**src/rtl/arb_pkg.sv**
```systemverilog
// Shared types for the arbitrage engine: action and FSM encodings plus position sizing.
package arb_pkg;

  typedef enum logic [1:0] {
    ACT_HOLD = 2'b00,
    ACT_BUY  = 2'b01,
    ACT_SELL = 2'b10
  } action_e;

  typedef enum logic [2:0] {
    ST_IDLE,
    ST_FIND,
    ST_DECIDE,
    ST_ISSUE,
    ST_COOL
  } state_e;

  localparam int unsigned STAT_W = 32;

  // Signed width able to hold -lim..+lim.
  function automatic int unsigned pos_width(input int unsigned lim);
    return $clog2(lim + 1) + 1;
  endfunction

endpackage

```
**src/rtl/arb_minmax.sv**
```systemverilog
// Combinational argmax/argmin over NUM_EX packed prices; ties go to the lowest index.
module arb_minmax
  import arb_pkg::*;
#(
  parameter int unsigned NUM_EX  = 3,
  parameter int unsigned PRICE_W = 16,
  localparam int unsigned IDX_W  = $clog2(NUM_EX)
) (
  input  logic [NUM_EX*PRICE_W-1:0] price_i,
  output logic [PRICE_W-1:0]        max_val_c_o,
  output logic [IDX_W-1:0]          max_idx_c_o,
  output logic [PRICE_W-1:0]        min_val_c_o,
  output logic [IDX_W-1:0]          min_idx_c_o
);

  logic [PRICE_W-1:0] max_v, min_v;
  logic [IDX_W-1:0]   max_i, min_i;

  // Strict compares keep the earliest index on equal prices.
  always_comb begin
    max_v = price_i[PRICE_W-1:0];
    min_v = price_i[PRICE_W-1:0];
    max_i = '0;
    min_i = '0;
    for (int i = 1; i < NUM_EX; i++) begin
      if (price_i[i*PRICE_W +: PRICE_W] > max_v) begin
        max_v = price_i[i*PRICE_W +: PRICE_W];
        max_i = IDX_W'(i);
      end
      if (price_i[i*PRICE_W +: PRICE_W] < min_v) begin
        min_v = price_i[i*PRICE_W +: PRICE_W];
        min_i = IDX_W'(i);
      end
    end
  end

  assign max_val_c_o = max_v;
  assign max_idx_c_o = max_i;
  assign min_val_c_o = min_v;
  assign min_idx_c_o = min_i;

endmodule

```
**src/rtl/arb_engine.sv**
```systemverilog
// Registered arbitrage engine: snapshot -> find extremes -> decide -> issue -> cooldown.
// Optional statistics counters are built when ARB_STATS_EN is defined.
module arb_engine
  import arb_pkg::*;
#(
  parameter int unsigned NUM_EX       = 3,
  parameter int unsigned PRICE_W      = 16,
  parameter int unsigned POS_LIM      = 4,
  parameter int unsigned COOLDOWN_CYC = 8
) (
  input  logic                      clk,
  input  logic                      reset_n,
  input  logic [NUM_EX*PRICE_W-1:0] price_in,
  input  logic [PRICE_W-1:0]        threshold,
  input  logic                      price_valid,
  output logic                      price_ready,
  output logic [2*NUM_EX-1:0]       action_out,
  output logic                      action_valid,
  input  logic                      action_ready,
  input  logic                      clear_pos,
  output logic                      pos_flat,
  output logic [STAT_W-1:0]         trade_count,
  output logic [STAT_W-1:0]         reject_count
);

  localparam int unsigned IDX_W = $clog2(NUM_EX);
  localparam int unsigned POS_W = pos_width(POS_LIM);
  localparam int unsigned SPR_W = PRICE_W + 1;
  localparam int unsigned CNT_W = (COOLDOWN_CYC > 1) ? $clog2(COOLDOWN_CYC) : 1;
  localparam logic signed [POS_W-1:0] POS_HI  = POS_W'(POS_LIM);
  localparam logic signed [POS_W-1:0] POS_LO  = -POS_HI;
  localparam logic signed [POS_W-1:0] POS_ONE = POS_W'(1);

  state_e                      state_q, state_d;
  logic [NUM_EX*PRICE_W-1:0]   price_q, price_d;
  logic [PRICE_W-1:0]          thr_q, thr_d;
  logic [PRICE_W-1:0]          max_val_q, max_val_d, min_val_q, min_val_d;
  logic [IDX_W-1:0]            max_idx_q, max_idx_d, min_idx_q, min_idx_d;
  logic [2*NUM_EX-1:0]         action_q, action_d;
  logic                        action_valid_q, action_valid_d;
  logic                        price_ready_q, price_ready_d;
  logic                        pos_flat_q, pos_flat_d;
  logic signed [POS_W-1:0]     pos_q [NUM_EX];
  logic signed [POS_W-1:0]     pos_d [NUM_EX];
  logic [CNT_W-1:0]            cool_q, cool_d;

  logic [PRICE_W-1:0] mm_max_val, mm_min_val;
  logic [IDX_W-1:0]   mm_max_idx, mm_min_idx;
  logic [SPR_W-1:0]   spread;
  logic               spread_ok, limit_ok, hs;

  arb_minmax #(
    .NUM_EX (NUM_EX),
    .PRICE_W(PRICE_W)
  ) u_minmax (
    .price_i    (price_q),
    .max_val_c_o(mm_max_val),
    .max_idx_c_o(mm_max_idx),
    .min_val_c_o(mm_min_val),
    .min_idx_c_o(mm_min_idx)
  );

  // max >= min always, so the extra bit only guards the full-scale spread.
  assign spread    = {1'b0, max_val_q} - {1'b0, min_val_q};
  assign spread_ok = spread > SPR_W'(thr_q);
  assign limit_ok  = (max_idx_q != min_idx_q) && (pos_q[min_idx_q] < POS_HI)
                     && (pos_q[max_idx_q] > POS_LO);
  assign hs        = action_valid_q && action_ready;

  always_comb begin
    state_d        = state_q;
    price_d        = price_q;
    thr_d          = thr_q;
    max_val_d      = max_val_q;
    max_idx_d      = max_idx_q;
    min_val_d      = min_val_q;
    min_idx_d      = min_idx_q;
    action_d       = action_q;
    action_valid_d = action_valid_q;
    cool_d         = cool_q;
    pos_d          = pos_q;
    pos_flat_d     = 1'b1;

    case (state_q)
      ST_IDLE: begin
        if (price_valid && price_ready_q) begin
          price_d = price_in;
          thr_d   = threshold;
          state_d = ST_FIND;
        end
      end
      ST_FIND: begin
        max_val_d = mm_max_val;
        max_idx_d = mm_max_idx;
        min_val_d = mm_min_val;
        min_idx_d = mm_min_idx;
        state_d   = ST_DECIDE;
      end
      ST_DECIDE: begin
        if (spread_ok && limit_ok) begin
          for (int i = 0; i < NUM_EX; i++) begin
            if (IDX_W'(i) == min_idx_q)      action_d[2*i +: 2] = ACT_BUY;
            else if (IDX_W'(i) == max_idx_q) action_d[2*i +: 2] = ACT_SELL;
            else                             action_d[2*i +: 2] = ACT_HOLD;
          end
          action_valid_d = 1'b1;
          state_d        = ST_ISSUE;
        end else begin
          state_d = ST_IDLE;
        end
      end
      ST_ISSUE: begin
        if (hs) begin
          pos_d[min_idx_q] = pos_q[min_idx_q] + POS_ONE;
          pos_d[max_idx_q] = pos_q[max_idx_q] - POS_ONE;
          action_d         = '0;
          action_valid_d   = 1'b0;
          if (COOLDOWN_CYC > 0) begin
            cool_d  = CNT_W'(COOLDOWN_CYC - 1);
            state_d = ST_COOL;
          end else begin
            state_d = ST_IDLE;
          end
        end
      end
      ST_COOL: begin
        if (cool_q == '0) state_d = ST_IDLE;
        else              cool_d  = cool_q - CNT_W'(1);
      end
      default: state_d = ST_IDLE;
    endcase

    // Clear overrides any same-cycle trade update.
    if (clear_pos) begin
      for (int i = 0; i < NUM_EX; i++) pos_d[i] = '0;
    end

    for (int i = 0; i < NUM_EX; i++) begin
      if (pos_q[i] != '0) pos_flat_d = 1'b0;
    end

    price_ready_d = (state_d == ST_IDLE);
  end

  always_ff @(posedge clk or negedge reset_n) begin
    if (!reset_n) begin
      state_q        <= ST_IDLE;
      price_q        <= '0;
      thr_q          <= '0;
      max_val_q      <= '0;
      max_idx_q      <= '0;
      min_val_q      <= '0;
      min_idx_q      <= '0;
      action_q       <= '0;
      action_valid_q <= 1'b0;
      price_ready_q  <= 1'b0;
      pos_flat_q     <= 1'b1;
      cool_q         <= '0;
      for (int i = 0; i < NUM_EX; i++) pos_q[i] <= '0;
    end else begin
      state_q        <= state_d;
      price_q        <= price_d;
      thr_q          <= thr_d;
      max_val_q      <= max_val_d;
      max_idx_q      <= max_idx_d;
      min_val_q      <= min_val_d;
      min_idx_q      <= min_idx_d;
      action_q       <= action_d;
      action_valid_q <= action_valid_d;
      price_ready_q  <= price_ready_d;
      pos_flat_q     <= pos_flat_d;
      cool_q         <= cool_d;
      pos_q          <= pos_d;
    end
  end

  assign price_ready  = price_ready_q;
  assign action_out   = action_q;
  assign action_valid = action_valid_q;
  assign pos_flat     = pos_flat_q;

`ifdef ARB_STATS_EN
  logic [STAT_W-1:0] trade_cnt_q, reject_cnt_q;
  logic              reject_fire;

  assign reject_fire = (state_q == ST_DECIDE) && spread_ok && !limit_ok;

  // Saturating event counters, cleared only by reset.
  always_ff @(posedge clk or negedge reset_n) begin
    if (!reset_n) begin
      trade_cnt_q  <= '0;
      reject_cnt_q <= '0;
    end else begin
      if (hs && (trade_cnt_q != '1))           trade_cnt_q  <= trade_cnt_q + STAT_W'(1);
      if (reject_fire && (reject_cnt_q != '1)) reject_cnt_q <= reject_cnt_q + STAT_W'(1);
    end
  end

  assign trade_count  = trade_cnt_q;
  assign reject_count = reject_cnt_q;
`else
  assign trade_count  = '0;
  assign reject_count = '0;
`endif

endmodule

```
**config.mk**
```make
export PLATFORM = sky130hd
export DESIGN_NAME = arb_engine
export DESIGN_NICKNAME = d
export VERILOG_FILES = /design/src/rtl/arb_pkg.sv /design/src/rtl/arb_minmax.sv /design/src/rtl/arb_engine.sv
export SDC_FILE = /design/constraint.sdc
export NUM_CORES = 1
export LEC_CHECK = 0
export BUFFER_PORTS_ARGS = -buffer_cell sky130_fd_sc_hd__buf_2
export CAP_MARGIN = 40
export CORE_MARGIN = 2
export CORE_UTILIZATION = 52
export DETAILED_ROUTE_END_ITERATION = 7
export GPL_TIMING_DRIVEN = 0
export PLACE_DENSITY_LB_ADDON = 0.05
export SLEW_MARGIN = 5
export SYNTH_ARGS = -nofsm -noshare
export SYNTH_HDL_FRONTEND = slang
export SYNTH_SLANG_ARGS = --single-unit
export TNS_END_PERCENT = 30
```
**constraint.sdc**
```tcl
create_clock -name clk -period 3.73 [get_ports clk]
set_input_delay 0.1865 -clock clk [delete_from_list [all_inputs] [get_ports clk]]
set_output_delay 0.1865 -clock clk [all_outputs]
set_load 0.005 [all_outputs]
```
==> reports/results.tsv <==
stage	metric	value	unit
synth	Synth Instances	958	
global_routing	Total Routing Usage GR	0.2931	
route	via count	8639	
finish	Filler Cell Count	1027	
synth	Synth Cell Area	0.008763	mm²
critical_path	Crit Path Category	flip-flop to flip-flop	
clock_tree	Clk pin slew, worst setup/hold paths	0.06	ns
critical_path	startpoint types	flip-flop	
finish	Area growth syn-to-layout	46.59	%
sta	Final setup viols	38	
sta	unrepaired setup endpoints after global routing	yes	
sta	Final Cycle Share	1.228	
die	Die Ht	133.8	µm
outcome	status	complete, but fails checks	
global_routing	total grt overflow	0	
finish	layout cells sized above 1	0.3570	
synth	commonest register cell after synthesis	dfrtp_1	
placed_design	PortBufs	76	
clock_tree	clk sinks	127	
route	1st-pass router iterations	5	
synth	Async SR Flop Fraction	1.000	
sta	min Tclk post-route	4.582	ns
die	initial core utilization	0.5303	
clock_tree	htree depth	4	
global_routing	number of global-route vias before repair	7955	
synth	Synth Warn #	0	
synth	sequential area share after synthesis	0.3628	
route	DR iter-0 viols	703	
sta	Worst-Margin Slew	1.032	ns
clock_tree	worst skew pair latency	0.43	ns
synth	top cells by area, synth	dfrtp_1 (36%), ha_1 (12%), o21ai_0 (5.5%), buf_4 (5.5%), nand2_1 (4.9%)	
global_routing	first-pass GRT wire length	40680	µm
route	post-DR wirelength/cell	20.78	µm
finish	Multi-input gate area	0.006010	mm²
route	Routed Antenna Nets	0	
synth	top-count cell post-synth	dfrtp_1	
global_routing	initial antenna violation count	0	
die	die span in x	133.8	µm
placed_design	hpwl dp	17400	µm
sta	Max-slew headroom	0.3121	
sta	Post-Route Setup TNS	-20.85	ns
synth	commonest cells in the netlist	dfrtp_1 (126), nand2_1 (114), o21ai_0 (96), ha_1 (84), inv_1 (74)	
placed_design	Post-DP Area	0.009747	mm²
sta	PnR worst setup slack	-0.8520	ns
die	full die area	0.01791	mm²
die	row count	47	
clock_tree	Root Buffer	clkbuf_16	
finish	Seq. cell area	0.003192	mm²
clock_tree	Longest Clk Path Bufs	2	
clock_tree	CTS tree	built	
route	Vias/cell	5.814	
die	io pins	142	
synth	post-synthesis area per instance	9.148	µm²
synth	number of synthesized flops with an enable pin	0	
critical_path	endpoint type of the worst setup path	flip-flop	
synth	Yosys cell types	67	
finish	Design Area, Final	0.01285	mm²
synth	FF+latch count, synth	127	
placed_design	Placer Congestion	0.9010	
sta	Fin. Hold Viols	0	
finish	nets	1408	
synth	Synth area leader	dfrtp_1	
route	# DRC	0	
global_routing	largest net degree at the start of global routing	70	
sta	f_max	218.2	MHz
critical_path	WP data required	3.99	ns
finish	Final Util	0.7774	
flow_run	max cap viols	0	
critical_path	worst-path fanout max	6	
synth	share of the synthesized area in the top cell type	0.3598	
sta	max-slew violation count	0	
min_path	Hold WC Path Type	input port to flip-flop	
sta	clock skew	0.008000	ns
route	Routed WL	30880	µm
critical_path	CP arrival	4.84	ns
outcome	failing checks	negative setup slack	
die	core area	0.01652	mm²
clock_tree	number of buffers created by CTS	17	
finish	antenna cells	0	
==> layout make-up <==
type / count / area share
clock inverters: 12 / 0.01130
plain buffers: 106 / 0.06555
clock buffers: 19 / 0.03370
flip-flops and latches: 127 / 0.2485
repair buffers: 213 / 0.1301
well taps: 220 / 0.02143
multi-input cells: 715 / 0.4678
inverters: 74 / 0.02162
==> registers in the layout, indices dropped and copies added (netlist names) <==
register,cells
price_q,48
max_val_q,16
min_val_q,16
thr_q,16
pos_q,12
action_out,6
cool_q,3
state_q,3
max_idx_q,2
min_idx_q,2
action_valid,1
pos_flat,1
price_ready,1
==> per-stage QoR <==
stage	std cells	hold WS [ns]	setup WS [ns]
2_1_floorplan	1021	-0.1091	0.003515
3_3_place_gp	1317	0.3865	-0.7323
3_5_place_dp	1318	0.2368	-0.8151
4_1_cts	1454	0.0004220	-0.2497
5_1_grt	1486	0.005008	-0.8791
6_report	1486	0.004559	-0.8520
==> worst paths after layout <==
| path | slack (ns) | cells past startpoint | to | from |
|---|---|---|---|---|
| min | 0.005 | 3 | price_q[38] | price_in[38] |
| max reg2reg | -0.85 | 17 | min_idx_q[0] | price_q[12] |
| max | -0.85 | 17 | min_idx_q[0] | price_q[12] |
| min in group asynchronous | 0.34 | 2 | thr_q[3] | reset_n |
| max in group asynchronous | 2.63 | 3 | price_q[28] | reset_n |
| min reg2reg | 0.50 | 2 | max_val_q[2] | max_val_q[2] |
==> worst max-delay path, stage by stage, from the launching register on <==
cell and delay (ns):
dfrtp_1 0.44, inv_2 0.08, ha_2 0.32, nand4_1 0.26
a2111oi_2 0.31, a211o_1 0.20, buf_6 0.17, buf_6 0.12
buf_16 0.13, mux2i_4 0.29, ha_4 0.24, o211ai_1 0.49
a2111oi_4 0.12, o31ai_1 0.14, nand3_1 0.23, buf_4 0.20
a31oi_1 0.45, o31ai_1 0.21
==> layer usage <==
metal | GRT usage | wire (µm) | vias to the layer above
li1 | - | - | 3887
met4 | 0.1454 | 2023 | 0
met2 | 0.4846 | 14290 | 535
met5 | 0 | 0 | -
met3 | 0.05140 | 2568 | 153
met1 | 0.3722 | 12000 | 4064
==> repair_timing <==
item                                   in CTS  in global routing
setup buffers                              43                 30
setup endpoints to repair                  46                 46
endpoints found under the hold margin     123                  1
pin swaps                                  38                 40
gates cloned                                5                  1
gates resized for setup                   134                104
hold buffers                               57                  1
==> logic make-up (layout without fill, tap and decap cells) <==
family          after synthesis  count (layout)  synth area share
other cells                   1              64         0.0004279
compound gates              262             263            0.2000
simple gates                227             227            0.1169
buf+inv                     180             424            0.1102
xor+xnor                     21              21           0.02099
fa+ha+maj                    85              85            0.1222
mux                          55              55           0.06639
flops                       127             127            0.3628
==> cell usage in the layout (no fill, tap or decap), drive strengths merged, types with 15 or more instances in the layout <==
cell | synthesis | routed
nand3 | 15 | 15
conb | 1 | 64
a21o | 16 | 17
mux2i | 33 | 33
nand2 | 114 | 114
o221ai | 15 | 15
dlygate4sd3 | 0 | 58
clkbuf | 27 | 45
a31oi | 19 | 19
mux2 | 22 | 22
o21ai | 100 | 100
a311oi | 15 | 15
nor2 | 39 | 39
buf | 79 | 235
dfrtp | 126 | 126
ha | 84 | 84
a21oi | 48 | 48
inv | 74 | 74
Power is left out: the tool's default activity adds up to more than one toggle a clock period on the data nets, which glitch-free logic cannot reach.
